===== src/rtl/mem_arbiter.sv =====
// Two-port arbiter sharing one data RAM between the pipeline MEM stage (A) and a loader/debug port (B).
// Define MEM_ARB_FIXED_PRIO_EN to make port A win every simultaneous request instead of round-robin.
module mem_arbiter #(
  parameter int ACC_CYCLES = 1
) (
  input  logic        clk,
  input  logic        CLR,
  input  logic        a_req,
  input  logic [31:0] a_addr,
  input  logic [31:0] a_wdata,
  input  logic        a_we,
  input  logic        a_byte,
  input  logic        a_half,
  input  logic        a_uext,
  output logic        a_ack,
  output logic [31:0] a_rdata,
  output logic        a_err,
  output logic        a_stall,
  input  logic        b_req,
  input  logic [31:0] b_addr,
  input  logic [31:0] b_wdata,
  input  logic        b_we,
  input  logic        b_byte,
  input  logic        b_half,
  input  logic        b_uext,
  output logic        b_ack,
  output logic [31:0] b_rdata,
  output logic        b_err,
  output logic [31:0] ram_addr,
  output logic [31:0] ram_din,
  output logic        ram_we,
  output logic        ram_byte,
  output logic        ram_half,
  output logic        ram_uext,
  input  logic [31:0] ram_dout
);

  typedef enum logic [0:0] {IDLE = 1'b0, BUSY = 1'b1} state_e;
  localparam logic [1:0] CNT_INIT = 2'(ACC_CYCLES - 1);

  state_e      state_q, state_d;
  logic [1:0]  cnt_q, cnt_d;
  logic        last_grant_q, last_grant_d;
  logic [31:0] addr_q, addr_d;
  logic [31:0] wdata_q, wdata_d;
  logic        we_q, we_d;
  logic        byte_q, byte_d;
  logic        half_q, half_d;
  logic        uext_q, uext_d;
  logic        err_q, err_d;
  logic        winner_s;

  // byte wins over half; a word needs both low address bits clear, a half needs bit 0 clear
  function automatic logic misaligned(input logic [1:0] lsb, input logic sz_byte, input logic sz_half);
    logic word_s;
    word_s     = ~sz_byte & ~sz_half;
    misaligned = (sz_half & ~sz_byte & lsb[0]) | (word_s & (lsb != 2'b00));
  endfunction

  always_ff @(posedge clk) begin
    if (CLR) begin
      state_q      <= IDLE;
      cnt_q        <= 2'd0;
      last_grant_q <= 1'b1;
      addr_q       <= 32'd0;
      wdata_q      <= 32'd0;
      we_q         <= 1'b0;
      byte_q       <= 1'b0;
      half_q       <= 1'b0;
      uext_q       <= 1'b0;
      err_q        <= 1'b0;
    end else begin
      state_q      <= state_d;
      cnt_q        <= cnt_d;
      last_grant_q <= last_grant_d;
      addr_q       <= addr_d;
      wdata_q      <= wdata_d;
      we_q         <= we_d;
      byte_q       <= byte_d;
      half_q       <= half_d;
      uext_q       <= uext_d;
      err_q        <= err_d;
    end
  end

  always_comb begin
    state_d      = state_q;
    cnt_d        = cnt_q;
    last_grant_d = last_grant_q;
    addr_d       = addr_q;
    wdata_d      = wdata_q;
    we_d         = we_q;
    byte_d       = byte_q;
    half_d       = half_q;
    uext_d       = uext_q;
    err_d        = err_q;
    winner_s     = last_grant_q;
    case (state_q)
      IDLE: begin
        if (a_req || b_req) begin
          if (a_req && b_req) begin
`ifdef MEM_ARB_FIXED_PRIO_EN
            winner_s = 1'b0;
`else
            winner_s = ~last_grant_q;
`endif
          end else begin
            winner_s = b_req;
          end
          state_d      = BUSY;
          cnt_d        = CNT_INIT;
          last_grant_d = winner_s;
          if (winner_s) begin
            addr_d  = b_addr;
            wdata_d = b_wdata;
            we_d    = b_we;
            byte_d  = b_byte;
            half_d  = b_half & ~b_byte;
            uext_d  = b_uext;
            err_d   = misaligned(b_addr[1:0], b_byte, b_half);
          end else begin
            addr_d  = a_addr;
            wdata_d = a_wdata;
            we_d    = a_we;
            byte_d  = a_byte;
            half_d  = a_half & ~a_byte;
            uext_d  = a_uext;
            err_d   = misaligned(a_addr[1:0], a_byte, a_half);
          end
        end else begin
          state_d = IDLE;
        end
      end
      BUSY: begin
        if (cnt_q != 2'd0) begin
          cnt_d = cnt_q - 2'd1;
        end else begin
          state_d = IDLE;
        end
      end
      default: state_d = IDLE;
    endcase
  end

  // completion is suppressed while CLR is high so an aborted access never writes or acks
  always_comb begin
    ram_addr = 32'd0;
    ram_din  = 32'd0;
    ram_we   = 1'b0;
    ram_byte = 1'b0;
    ram_half = 1'b0;
    ram_uext = 1'b0;
    a_ack    = 1'b0;
    a_err    = 1'b0;
    a_rdata  = 32'd0;
    b_ack    = 1'b0;
    b_err    = 1'b0;
    b_rdata  = 32'd0;
    if (state_q == BUSY) begin
      ram_addr = addr_q;
      ram_din  = wdata_q;
      ram_byte = byte_q;
      ram_half = half_q;
      ram_uext = uext_q;
      if ((cnt_q == 2'd0) && !CLR) begin
        ram_we = we_q & ~err_q;
        if (last_grant_q) begin
          b_ack   = 1'b1;
          b_err   = err_q;
          b_rdata = (we_q || err_q) ? 32'd0 : ram_dout;
        end else begin
          a_ack   = 1'b1;
          a_err   = err_q;
          a_rdata = (we_q || err_q) ? 32'd0 : ram_dout;
        end
      end else begin
        ram_we = 1'b0;
      end
    end else begin
      ram_we = 1'b0;
    end
  end

  assign a_stall = a_req & ~a_ack;

endmodule


===== config.mk =====
export PLATFORM = sky130hd
export DESIGN_NAME = mem_arbiter
export DESIGN_NICKNAME = d
export VERILOG_FILES = /design/src/rtl/mem_arbiter.sv
export SDC_FILE = /design/constraint.sdc
export NUM_CORES = 1
export LEC_CHECK = 0
export ABC_CLOCK_PERIOD_IN_PS = 2400
export CAP_MARGIN = 20
export CORE_AREA = 2 2 119 121
export CTS_CLUSTER_DIAMETER = 60
export DETAILED_ROUTE_END_ITERATION = 8
export DIE_AREA = 0 0 121 123
export PLACE_DENSITY = 0.74
export RECOVER_POWER = 25
export SLEW_MARGIN = 20
export SYNTH_ARGS = -nofsm -noshare
export SYNTH_HDL_FRONTEND = slang
export SYNTH_SLANG_ARGS = --single-unit

===== constraint.sdc =====
create_clock -name clk -period 2.4 [get_ports clk]
set_input_delay 0.6 -clock clk [delete_from_list [all_inputs] [get_ports clk]]
set_output_delay 0.6 -clock clk [all_outputs]
set_load 0.02 [all_outputs]

==> summary.txt <==
Cell area after synthesis: 0.00416 mm²
Period minus WS final: 2.41 ns
Period utilization: 1.00
Synth unique cells: 27
DRC viols: 0
Total Nets Final: 1,029
IO Pins: 309
DRT antenna net count: 0
Syn Area/Cell: 7.28 µm²
GP Congestion: 0.796
Top achievable clock speed: 416 MHz
Worst Path Max Fanout: 8
First-pass GRT wire length: 24,600 µm
Sequential area share after synthesis: 0.351
Least-Margin Pin Slew: 0.834 ns
Share of post-route cells with drive strength above 1: 0.153
Total track usage: 0.210
Height of the die: 123 µm
Rows: 43
#FFs+latches synth: 73
Worst EP required: 1.80 ns
Failing checks: negative setup slack
Skew-Pair Late Insertion Delay: 0.33 ns
Synth top area share: 0.351
Min-Delay Path Class: reg -> reg
Startpoint class of the critical path: register
Port buffer count: 308
Pre-Repair DR Iteration Count: 4
Starting DRT DRC Count: 182
CTS tree: yes
Initial core utilization: 0.305
Reg-to-Reg Start: last_grant_q
Final setup violating endpoints: 9
Reg-to-Reg End: wdata_q[2]
CP Class: reg -> out
Fin area: 0.00779 mm²
CTS Buffer Depth: 2
Setup crit end kind: output pin
Max Cap Viol: 0
CTS Root Buffer Type: clkbuf_16
Die area: 0.0149 mm²
Remaining Overflow, GRT: 0
Total CTS buffers: 9
Power, Total: 4.12 mW
Total Wirelength: 16,500 µm
Dpl cell area: 0.00747 mm²
Fin. Hold Viols: 0
Top cells by area, synth: dfxtp_1, a311oi_1, nand2_1
Vias in the first global route: 4,691
H-tree depth: 3
Hold Path Sink: byte_q
Multi-input gate area: 0.00248 mm²
Syn_nets: 744
Arr. time, crit path: 1.81 ns
Worst setup margin: -0.00635 ns
FF+latch area: 0.00147 mm²
Worst IR Drop VDD: 0.000323 V
Slew margin rel.: 0.444
Synthesis Warnings: 0
Fin. max-slew vios: 0
Fill cell count: 1,279
Gate Count Post-Synth: 571
Worst R2R Path Depth: 5
CTS clk-pin slew, worst paths: 0.06 ns
Cts hold-fix bufs: 0
Hold Path Cell Cnt: 2
Die Span X: 121 µm
Clock skew: 0.00413 ns
Core Area: 0.0136 mm²
CTS sink cnt: 73
Leading cell type in the layout, fill and taps excluded: clkdlybuf4s50_1
Dominant cell type by area after synthesis: dfxtp_1
DPL Wire Length: 11,700 µm
Leakage: 3.44 nW
Initial antenna violation count: 2
R2R Setup Slk: 0.78 ns
Pwr dens: 528 mW/mm²
Syn-to-layout area delta: 87.5%
Worst hold path startpoint: byte_q
Largest net degree at the start of global routing: 74
Via density: 4.75
WHS: 0.473 ns
Vias after detailed routing: 4,952
Routed len/inst: 15.8 µm
RSZ-0062 raised after global routing: true
Status: complete, but fails checks
Commonest non-fill, non-tap cells in the layout: clkdlybuf4s50_1, nand2_1, dfxtp_1
[cell families (layout without fill, tap and decap cells)]
| kind of cell | count (synthesis) | in the layout | share of synthesized area |
|---|---|---|---|
| AND/OR/NAND/NOR | 351 | 351 | 0.404 |
| AO/OA/AOI/OAI | 81 | 81 | 0.168 |
| flip-flops | 73 | 73 | 0.351 |
| buffers and inverters | 65 | 355 | 0.0731 |
| adder cells (fa/ha/maj) | 1 | 1 | 0.00301 |
| other | 0 | 2 | 0 |
[per-stage QoR]
stage | setup slack [ns] | setup TNS, ns | std cells | utilization
final | -0.00635 | -0.0376 | 1043 | 0.573
after detailed placement | -0.387 | -22.45 | 1020 | 0.549
after floorplan | 0.229 | 0 | 571 | -
after CTS | -0.0939 | -1.25 | 1039 | 0.574
after global routing | -0.0783 | -2.38 | 1043 | 0.573
after global placement | -0.332 | -20.57 | 1020 | 0.549
[worst max-delay path, stage by stage, from the launching register on]
cell and delay (ns):
dfxtp_2 0.32, inv_2 0.06, ha_4 0.13, nand3b_1 0.12, buf_6 0.16, nor2_4 0.11, buf_12 0.13, clkbuf_16 0.15
and3_1 0.17, buf_6 0.12
[layout make-up]
cell class | count | area share
Clock buffer | 12 | 0.0329
Tap cell | 180 | 0.0289
Multi-Input combinational cell | 433 | 0.318
Inverter | 6 | 0.00289
Sequential cell | 73 | 0.188
Antenna cell | 2 | 0.000642
Clock inverter | 4 | 0.0127
Timing Repair Buffer | 333 | 0.416
[cells in the mapped netlist, drive strengths merged]
master	instances
a21bo	1
nor2b	4
a311o	1
a21oi	4
ha	1
a311oi	68
nand2b	2
a31oi	1
and2	69
clkbuf	36
nor2	72
o21bai	1
nand2	134
nand3b	1
o21ba	1
a21boi	1
a221o	1
and3	64
nor3b	2
nand3	3
dfxtp	73
inv	6
buf	23
o211ai	2
[registers in the layout (all words and copies together) (netlist names)]
| register | flops |
|---|---|
| uext_q | 1 |
| half_q | 1 |
| cnt_q | 2 |
| state_q | 1 |
| byte_q | 1 |
| last_grant_q | 1 |
| addr_q | 32 |
| we_q | 1 |
| wdata_q | 32 |
| err_q | 1 |
[power by group]
group	leakage [nW]	internal, mW	total (mW)	switching, mW
Sequential	0.608	1.34	1.39	0.0522
Combinational	2.66	0.596	1.13	0.532
Clock	0.173	1.08	1.60	0.527
[per-layer routing]
metal / share of wire / track usage / vias up
met4: 0.012 / 0.0799 / 0
li1: - / - / 2528
met2: 0.52 / 0.374 / 186
met5: 0 / 0 / -
met1: 0.38 / 0.230 / 2221
met3: 0.089 / 0.0738 / 17
[worst max path at each step]
| stage | cells past startpoint | start | endpoint |
|---|---|---|---|
| global route | 9 | cnt_q[1] | b_rdata[14] |
| floorplan | 4 | CLR | a_rdata[23] |
| global placement | 6 | CLR | b_rdata[0] |
| CTS | 9 | cnt_q[0] | b_rdata[4] |
| detailed placement | 6 | CLR | b_rdata[28] |
| finish | 9 | cnt_q[1] | b_rdata[15] |
[timing repair]
| action | 4_1_cts | 5_1_grt |
|---|---|---|
| buffers inserted | 2 | 1 |
| pin swaps | 0 | 6 |
| setup endpoints to repair | 115 | 105 |
| resized for setup | 269 | 84 |
| gates cloned | 1 | 2 |
Power figures use the tool's default switching activity.
